===== config.mk =====
export PLATFORM = sky130hd
export DESIGN_NAME = spi_master_engine
export DESIGN_NICKNAME = d
export VERILOG_FILES = /design/src/rtl/spi_master_engine.sv
export SDC_FILE = /design/constraint.sdc
export NUM_CORES = 1
export LEC_CHECK = 0
export ABC_AREA = 0
export CORE_ASPECT_RATIO = 1.5
export CORE_MARGIN = 2
export CORE_UTILIZATION = 40
export DETAILED_ROUTE_END_ITERATION = 16
export PLACE_DENSITY = 0.59
export SYNTH_ARGS = -nofsm -noshare
export SYNTH_HDL_FRONTEND = slang
export SYNTH_SLANG_ARGS = --single-unit

===== constraint.sdc =====
create_clock -name clk -period 2.6 [get_ports clk]
set_input_delay 0.65 -clock clk [delete_from_list [all_inputs] [get_ports clk]]
set_output_delay 0.65 -clock clk [all_outputs]
set_load 0.01 [all_outputs]

===== src/rtl/spi_master_engine.sv =====
// SPI mode-0 master engine: one DATA_W-bit MSB-first frame per go_transfer edge,
// returning the received word with a stretched data_pack_ready level.
module spi_master_engine #(
  parameter int DATA_W     = 32,
  parameter int CLK_DIV    = 4,
  parameter int READY_HOLD = 4
) (
  input  logic              clk,
  input  logic              reset_n,
  input  logic              go_transfer,
  input  logic [DATA_W-1:0] data_write_to_spi,
  output logic [DATA_W-1:0] data_read_from_spi,
  output logic              data_pack_ready,
  output logic              busy,
  output logic              spi_sclk,
  output logic              spi_cs_n,
  output logic              spi_mosi,
  input  logic              spi_miso
);

  localparam int BIT_W  = $clog2(DATA_W + 1);
  localparam int DIV_W  = (CLK_DIV > 1) ? $clog2(CLK_DIV) : 1;
  localparam int HOLD_W = $clog2(READY_HOLD + 1);
  localparam logic [DIV_W-1:0]  DIV_LAST  = DIV_W'(CLK_DIV - 1);
  localparam logic [BIT_W-1:0]  BIT_LAST  = BIT_W'(DATA_W);
  localparam logic [HOLD_W-1:0] HOLD_LAST = HOLD_W'(READY_HOLD - 1);

  typedef enum logic [2:0] {IDLE, SETUP, SHIFT, HOLD, DONE} state_t;

  state_t              state;
  logic [2:0]          go_sync;
  logic                start;
  logic                div_end;
  logic [DIV_W-1:0]    div_cnt;
  logic [BIT_W-1:0]    bit_cnt;
  logic [HOLD_W-1:0]   hold_cnt;
  logic [DATA_W-1:0]   tx_sr;
  logic [DATA_W-1:0]   rx_sr;

  // Two flops to synchronise, the third only serves the rising-edge detect.
  always_ff @(posedge clk or negedge reset_n) begin
    if (!reset_n) go_sync <= '0;
    else          go_sync <= {go_sync[1:0], go_transfer};
  end

  assign start   = go_sync[1] & ~go_sync[2];
  assign div_end = (div_cnt == DIV_LAST);

  always_ff @(posedge clk or negedge reset_n) begin
    if (!reset_n) begin
      state              <= IDLE;
      div_cnt            <= '0;
      bit_cnt            <= '0;
      hold_cnt           <= '0;
      tx_sr              <= '0;
      rx_sr              <= '0;
      data_read_from_spi <= '0;
      data_pack_ready    <= 1'b0;
      busy               <= 1'b0;
      spi_sclk           <= 1'b0;
      spi_cs_n           <= 1'b1;
      spi_mosi           <= 1'b0;
    end else begin
      case (state)
        IDLE: begin
          if (start) begin
            tx_sr    <= data_write_to_spi;
            spi_mosi <= data_write_to_spi[DATA_W-1];
            rx_sr    <= '0;
            div_cnt  <= '0;
            bit_cnt  <= '0;
            spi_cs_n <= 1'b0;
            busy     <= 1'b1;
            state    <= SETUP;
          end
        end
        SETUP: begin
          // The first rising edge starts the SHIFT phase and samples bit MSB.
          if (div_end) begin
            div_cnt  <= '0;
            spi_sclk <= 1'b1;
            rx_sr    <= {rx_sr[DATA_W-2:0], spi_miso};
            state    <= SHIFT;
          end else begin
            div_cnt <= div_cnt + 1'b1;
          end
        end
        SHIFT: begin
          if (div_end) begin
            div_cnt <= '0;
            if (spi_sclk) begin
              spi_sclk <= 1'b0;
              tx_sr    <= {tx_sr[DATA_W-2:0], 1'b0};
              spi_mosi <= tx_sr[DATA_W-2];
              bit_cnt  <= bit_cnt + 1'b1;
            end else if (bit_cnt == BIT_LAST) begin
              // Low half of the last period is complete; sclk stays low.
              state <= HOLD;
            end else begin
              spi_sclk <= 1'b1;
              rx_sr    <= {rx_sr[DATA_W-2:0], spi_miso};
            end
          end else begin
            div_cnt <= div_cnt + 1'b1;
          end
        end
        HOLD: begin
          if (div_end) begin
            div_cnt            <= '0;
            hold_cnt           <= '0;
            spi_cs_n           <= 1'b1;
            data_read_from_spi <= rx_sr;
            data_pack_ready    <= 1'b1;
            state              <= DONE;
          end else begin
            div_cnt <= div_cnt + 1'b1;
          end
        end
        DONE: begin
          if (hold_cnt == HOLD_LAST) begin
            data_pack_ready <= 1'b0;
            busy            <= 1'b0;
            state           <= IDLE;
          end else begin
            hold_cnt <= hold_cnt + 1'b1;
          end
        end
        default: state <= IDLE;
      endcase
    end
  end

endmodule


# == After elaboration in Yosys (flattened, before gate mapping) ==
# Cells that the tools add are included.
# op_classes
add_sub_neg,3
eq_ne,17
muxes,43
bitwise_logic,2
reduce_logical,19
# ops
operator,n
$mux 32,5
$pmux 32 s3,1
$mux 31,3
$pmux 31 s2,1
$mux 3,9
$ne 2x2->1 const B,10
$mux 6,3
$pmux 3 s5,1
$reduce_and 3->1,5
$pmux 6 s2,1
$reduce_bool 2->1,6
$mux 1,10
$pmux 1 s2,5
$eq 3x2->1 const B,3
$reduce_and 7->1,1
$add 6x1->6 const B,1
$eq 6x6->1 const B,1
$pmux 3 s2,1
$reduce_and 6->1,1
$mux 2,2
$pmux 2 s2,1
$reduce_and 2->1,2
$reduce_and 4->1,1
$add 3x1->3 const B,1
9 further kinds,9
# totals
reg_bits,117
output_inout_bits,37

# == Logic depth before layout (Yosys ltp) ==
# Gate-level depths: netlist of run 1.
# logic_depth
word_depth,5
ltp_mapped,7
depth_no_buf,6

# == Worst setup path before layout of run 1 ==
# Ideal clock, no wire load.
# synth_path
kind,register -> register
from,register div_cnt[0]
to,register rx_sr[11]
arrival_time_ns,1.788
path_slack_ns,0.685
stages_incl_launch_ff,8
path_buffers,2
period_less_slack_ns,1.915
cell_sequence,dfrtp_1 -> ha_1 -> clkbuf_1 -> nand2_1 -> o21ai_0 -> a32oi_4 -> buf_6 -> mux2_1
# synth_via
elab_chain_len,3
word_cells_on_any_way,4
# synth_lines
element,line,text
from (decl),34,logic [DIV_W-1:0] div_cnt;
from (signal assigned),85,div_cnt <= div_cnt + 1'b1;
from (signal assigned),104,div_cnt <= div_cnt + 1'b1;
from (signal assigned),116,div_cnt <= div_cnt + 1'b1;
$eq 2x2->1 (*),47,assign div_end = (div_cnt == DIV_LAST);
$ne 2x2->1 (no source line),-,
$reduce_and 6->1 (no source line) (*),-,
to (signal assigned),82,"rx_sr <= {rx_sr[DATA_W-2:0], spi_miso};"
to (signal assigned),101,"rx_sr <= {rx_sr[DATA_W-2:0], spi_miso};"
to (decl),38,logic [DATA_W-1:0] rx_sr;
# Every way passes the cells marked *; elsewhere a longest branch is shown, timed or not.
# A chain may end at the register's enable or synchronous reset.

# == Worst setup path after layout of run 1 ==
# layout_path
from,register spi_cs_n
to,output port spi_cs_n
# layout_rtl
element,line,text
from (decl),16,"output logic spi_cs_n,"
from (signal assigned),61,spi_cs_n <= 1'b1;
from (signal assigned),72,spi_cs_n <= 1'b0;
from (signal assigned),111,spi_cs_n <= 1'b1;
# No word-level cell between the ends.

==> flow_summary.ini, run 1 <==
[run_status]
run_status = complete, no violations

[power_and_ir_drop]
internal-power_mw = 4.83
ir_drop_uv = 546
p_seq_share_pct = 35.6
power.share.clock_pct = 36.8
power_per_cell_area_nw_per_um2 = 1040
netSwitchingFraction_pct = 30.8
power_leakage_nw = 3.07
power_switching_mw = 2.15
part_of_the_power_in_combinational_logic_pct = 27.7

[global_routing]
track_usage_pct = 16.8
grt_first_pass_wirelength_mm = 17.9
largest_net_degree_at_the_start_of_global_routing = 59
overflow = 0
grt_antenna_before_repair = 0
first_global_vias = 3789

[cts]
cts.hold.buffers_added = 0
htreeDepth = 4
clkTransAtPathRegs_ps = 50
cts.root.buffer_cell = clkbuf_16
cts_setup_buffers = 0
cts-resized-gates = 0
clock_sink_count = 117
cts_inserted_buffers = 17
cts_buffer_depth = 2
cts_tree = yes
insertion_delay_to_the_later_sink_of_the_worst_skew_pair_ps = 410

[die]
fp.dieW_um = 96.3
core-area_um2 = 12400
fp.dieH_um = 142
row_count = 50
die_area_um2 = 13700
top_level_ports = 73
initial_core_util_pct = 41.0

[routing]
wirelength_mm = 10.5
drtIter0Drc = 157
vias = 3556
dr_wl_met2_mm = 5.20
drt-wirelength-per-cell_um = 14.9
route.antenna.remaining_nets = 0
wl_on_met1_mm = 4.64
drc = 0
detailroute.wirelength.met3_um = 486
via_per_inst = 5.06
top_signal_layer_used = met4
dr.pass1.iters = 4

[synthesis]
synthesis.instances = 458
netlist.area_leader.share_pct = 56.8
area_of_the_mapped_netlist_um2 = 5110
synth_edf_count = 0
postSynthRegisterBits = 117
yosysSeqAreaShare_pct = 57.3
synthArstFlopShare_pct = 100
syn-mean-instance-area_um2 = 11.2
postSynth.topFlopCell = dfrtp_1
synth_fp_nets = 499
synth.yosys.warnings = 0
synth_area_leaders = dfrtp_1 57%, mux2i_1 9.2%, nand2_1 5.8%
synth_cell_type_count = 44
synth_largest_area_cell = dfrtp_1

[timing]
timing_max_transition_violations_final = 0
slew_headroom_pct = 47.3
final_min_period_over_clock_period_pct = 81.5
slew_at_the_pin_closest_to_its_max_slew_limit_ps = 790
rsz_0062_raised_after_global_routing = false
setup_tns_ps = 0
clock_skew_ps = 8.60
max_clock_freq_mhz = 472
min_period_ps = 2120
setup_violations = 0
finalHoldViolCount = 0

[critical_path]
reg2reg_setup_slack_ps = 500
path_cells = clkdlybuf4s50_1
critPathKind = reg -> out
cpMaxStageDelayCell = clkdlybuf4s50_1
worst_path_fanout_max = 2
worst-path-stages = 1
timing.critical_path.buf_inv = 1
worstSetupEndpointType = primary output
worstSetupEndpoint = spi_cs_n
critPathTopFamily = buffers and inverters
reg2reg_depth = 7
critical_path.startpoint = spi_cs_n
crit_required_ps = 1950
rr_endpoint = rx_sr[3]
timing.rr.start = bit_cnt[0]
setup_crit_start_kind = register
critPathMaxStageDelay_ps = 550
worst-endpoint-arrival_ps = 1470

[cells_and_area]
antenna-diode-count = 0
flow.area_growth_from_synthesis_pct = 30.7
layout-drive-gt1-share_pct = 12.6
fin_cells = 703
fin_nets = 575

[place]
dp.cells = 671
hpwlAfterDp_mm = 6.90
io_buffers = 72
gp_congestion = 0.754

[flow_run]
reported_max_cap_violation_count = 0

[min_path]
worstHoldPathType = in -> async
final cells by class:
class | instances | area, um^2
clock buffer | 24 | 482
tap | 156 | 195
sequential | 117 | 2930
inverter | 22 | 82.6
multi-input combinational | 292 | 1990
timing repair buffer | 84 | 833
fill | 1114 | 5770
clock inverter | 8 | 170
cell families (layout without fill, tap and decap cells):
| group | after synthesis | after routing | synth area share, % |
|---|---|---|---|
| multiplexers | 79 | 79 | 16.3 |
| adder cells (fa/ha/maj) | 5 | 5 | 1.22 |
| AND/OR/NAND/NOR | 127 | 127 | 11.5 |
| AO/OA/AOI/OAI | 80 | 80 | 9.24 |
| buffers and inverters | 49 | 138 | 4.21 |
| XOR/XNOR | 1 | 1 | 0.172 |
| flip-flops | 117 | 117 | 57.3 |
stage by stage:
| stage | total power [mW] | cell area, um^2 | utilization, % | worst slack, ps | hold slack (ps) |
|---|---|---|---|---|---|
| 6_report | 6.97 | 6680 | 53.6 | 482 | 122 |
| 5_1_grt | 7.41 | 6680 | 53.6 | 366 | 124 |
| 4_1_cts | 7.08 | 6680 | 53.6 | 452 | 114 |
| 3_5_place_dp | 4.48 | 6030 | 48.4 | 520 | 345 |
| 3_3_place_gp | 4.43 | 6030 | 48.4 | 575 | 337 |
| 2_1_floorplan | 3.88 | 5110 | - | 685 | 331 |
how the worst min path moves through the flow:
stage | from | end | slack, ps | depth (start not counted)
after detailed placement | go_sync[0] | go_sync[1] | 350 | 0
after global routing | reset_n | spi_mosi | 120 | 1
after floorplan | go_sync[0] | go_sync[1] | 330 | 0
after CTS | reset_n | tx_sr[17] | 110 | 1
final | reset_n | tx_sr[17] | 120 | 1
after global placement | go_sync[0] | go_sync[1] | 340 | 0
layer usage:
metal	GRT usage [%]	vias up
li1	-	1723
met1	20.3	1745
met2	28.1	75
met3	5.19	13
met4	5.79	0
met5	0	-
synthesized netlist by cell type (2+ instances only):
cell type	number
o21ai_0	57
buf_6	2
mux2_1	13
nor3b_1	2
nor3_1	18
dfrtp_1	116
inv_1	22
o21a_1	2
nor4_1	2
buf_2	10
nor2b_1	4
clkbuf_1	14
nor2_1	3
a21oi_1	6
nand2_1	79
nand3_1	7
mux2i_1	47
o31ai_1	2
ha_1	5
mux2_2	19
nand2b_1	5
cell usage in the layout (no fill, tap or decap), types with 4 or more instances in the layout:
cell             instances
buf_4                   11
mux2_1                  13
nor2b_1                  4
bufinv_16                5
clkbuf_1                 4
mux2i_1                 47
nand2_1                 79
o21ai_0                 57
nor3_1                  18
nand3_1                  6
inv_1                   22
dfrtp_1                116
mux2_2                  19
clkdlybuf4s50_1         71
nand2b_1                 5
clkbuf_16               17
ha_1                     5
a21oi_1                  6
registers in the layout, summed over array words and instances (netlist names), 2 cells and up:
| register | flops |
|---|---|
| go_sync | 3 |
| hold_cnt | 3 |
| bit_cnt | 6 |
| state | 3 |
| tx_sr | 31 |
| div_cnt | 2 |
| rx_sr | 32 |
| data_read_from_spi | 32 |
power by group through the flow:
stage	logic, mW	registers (mW)	clock network [mW]
6_report	1.93	2.48	2.56
5_1_grt	2.17	2.54	2.70
3_5_place_dp	1.97	2.52	0
4_1_cts	1.97	2.49	2.62
2_1_floorplan	1.45	2.43	0
3_3_place_gp	1.93	2.49	0
No activity file was read; power rests on OpenSTA's default activity.
==> run 2: changes to the inputs <==
--- a/config.mk
+++ b/config.mk
@@ -10,7 +10,7 @@
 export CORE_MARGIN = 2
 export CORE_UTILIZATION = 40
 export DETAILED_ROUTE_END_ITERATION = 16
-export PLACE_DENSITY = 0.59
+export PLACE_DENSITY = 0.61
 export SYNTH_ARGS = -nofsm -noshare
 export SYNTH_HDL_FRONTEND = slang
 export SYNTH_SLANG_ARGS = --single-unit
==> constraint.sdc (replaced) <==
create_clock -name clk -period 1.9 [get_ports clk]
set_input_delay 0.475 -clock clk [delete_from_list [all_inputs] [get_ports clk]]
set_output_delay 0.475 -clock clk [all_outputs]
set_load 0.01 [all_outputs]
==> run 2 against run 1 <==
The flow now finishes with violations (setup timing). Sequential share of layout area is 2.2 points lower. Cell count grew 3.7%. Clock skew hardly changed. Total power grew 46%. Global-route usage increased by 0.99 points. Flip-flop and latch count stayed put. Via count grew 4.5%. Clock-buffer cell count fell by 6. Die area stayed put.
==> flow_summary.ini, run 2 (synthesized netlist as in run 1, its figures left out) <==
[global_routing]
largest_net_degree_at_the_start_of_global_routing = 64
first_global_vias = 3990
grt_antenna_before_repair = 0
overflow = 0
track_usage_pct = 17.8
grt_first_pass_wirelength_mm = 18.7

[cts]
cts_tree = yes
cts.root.buffer_cell = clkbuf_16
clkTransAtPathRegs_ps = 60
cts_inserted_buffers = 17
clock_sink_count = 117
htreeDepth = 4
cts_buffer_depth = 2
insertion_delay_to_the_later_sink_of_the_worst_skew_pair_ps = 410

[power_and_ir_drop]
ir_drop_uv = 736
power_per_cell_area_nw_per_um2 = 1450
totalPowerFinal_mw = 10.2
power_leakage_nw = 3.28

[critical_path]
critical_path.startpoint = bit_cnt[1]
crit_required_ps = 2190
worstSetupEndpoint = rx_sr[13]
cpMaxStageDelayCell = dfrtp_1
critPathMaxStageDelay_ps = 400
setup_crit_start_kind = register
worstSetupEndpointType = register
critPathKind = reg -> reg
worst_path_fanout_max = 7
rr_endpoint = rx_sr[13]
reg2reg_depth = 8
timing.rr.start = bit_cnt[1]
reg2reg_setup_slack_ps = -10
path_cells = inv_2 -> ha_4 -> nor4b_4 -> a21oi_2 -> a32oi_4 -> buf_6 -> buf_16 -> mux2_4
worst-endpoint-arrival_ps = 2210

[routing]
dr.pass1.iters = 4
wirelength_mm = 11.4
route.antenna.remaining_nets = 0
drtIter0Drc = 113
drc = 0
vias = 3715
via_per_inst = 5.10
drt-wirelength-per-cell_um = 15.6

[timing]
setup_tns_ps = -70.0
max_clock_freq_mhz = 523
slew_headroom_pct = 73.4
slew_at_the_pin_closest_to_its_max_slew_limit_ps = 398
rsz_0062_raised_after_global_routing = true
finalHoldViolCount = 0
finalWorstSetupSlack_ps = -12.9
clock_skew_ps = 8.65
final_min_period_over_clock_period_pct = 101
timing_max_transition_violations_final = 0
setup_violations = 7
min_period_ps = 1910

[die]
row_count = 50
initial_core_util_pct = 41.0
core-area_um2 = 12400
fp.dieW_um = 96.3
die_area_um2 = 13700
top_level_ports = 73
fp.dieH_um = 142

[place]
gp_congestion = 0.796
hpwlAfterDp_mm = 7.23
io_buffers = 72

[cells_and_area]
fillerInstances = 1099
largest_registers = data_read_from_spi: 32 flops, rx_sr: 32 flops, tx_sr: 31 flops
area_taken_by_multi_input_logic_gates_um2 = 2060
fin_nets = 601
seq_area_um2 = 2930
most_used_cells_in_the_layout_excluding_fill_and_tap_cells = 115 x dfrtp_1, 79 x nand2_1, 70 x clkdlybuf4s50_1
leading_cell_type_in_the_layout_fill_and_taps_excluded = dfrtp_1
flow.area_growth_from_synthesis_pct = 37.8
antenna-diode-count = 0
layout-drive-gt1-share_pct = 20.2

[min_path]
worst_hold_path.num_cells = 0
worstHoldPathType = reg -> reg

[run_status]
run_status = finished, violations left
failed_checks = setup timing

[flow_run]
reported_max_cap_violation_count = 0
run 2: changes by cell type in the layout (fill, tap and decap cells not counted), moves of 3 or more:
cell      before  now
buf_12         2    7
buf_4         11   25
buf_6          0    5
clkbuf_1       4    0
clkinv_4       0    4
mux2_1        13    0
mux2_2        19   16
mux2_4         0   16
run 2: power breakdown:
group / leakage (nW) / internal [mW] / switching (mW)
Combinational: 1.43 / 1.65 / 1.76
Clock: 0.303 / 2.24 / 1.18
Sequential: 1.55 / 3.03 / 0.331
run 2: what timing repair did:
item,in CTS,in global routing
gates resized for setup,8,22
setup buffers,6,3
hold endpoints to repair,23,0
gates cloned,2,0
endpoints found under the setup margin,24,32
pin swaps,1,2
hold buffers,1,0
run 2: stage by stage:
stage | utilization (%) | hold slack, ps | instances | setup WS [ps] | instance area [um^2]
5_1_grt | 56.6 | 356 | 729 | -114 | 7040
3_3_place_gp | 49.9 | 336 | 687 | 16.0 | 6210
4_1_cts | 56.2 | 345 | 728 | -62.7 | 6990
6_report | 56.6 | 346 | 729 | -12.9 | 7040
3_5_place_dp | 49.9 | 335 | 687 | -64.9 | 6210
2_1_floorplan | - | 179 | 458 | 2.72 | 5110
run 2: worst min-delay path by stage:
stage,startpoint,endpoint,slack [ps]
after detailed placement,go_sync[0],go_sync[1],330
after global placement,go_sync[0],go_sync[1],340
after global routing,go_sync[0],go_sync[1],360
after floorplan,reset_n,bit_cnt[0],180
final,go_sync[0],go_sync[1],350
after CTS,go_sync[0],go_sync[1],350
run 2: final cells by class:
cell class	instances	share of cell area, %
sequential	117	41.6
clock inverter	14	2.84
inverter	22	1.17
multi-input combinational	292	29.3
tap	156	2.77
timing repair buffer	110	16.1
clock buffer	18	6.24
run 2: worst max-delay path, delay by kind of cell (launching register included):
kind	cells	cell delay [ps]
AO/OA/AOI/OAI	2	420
adder cells (fa/ha/maj)	1	120
buffers and inverters	3	360
flip-flops	1	400
multiplexers	1	300
AND/OR/NAND/NOR	1	210
run 2: layer usage:
metal	routed length, um	GRT usage, %
met1	4760	20.4
met2	5970	30.6
met3	426	4.24
met4	236	8.65
met5	0	0
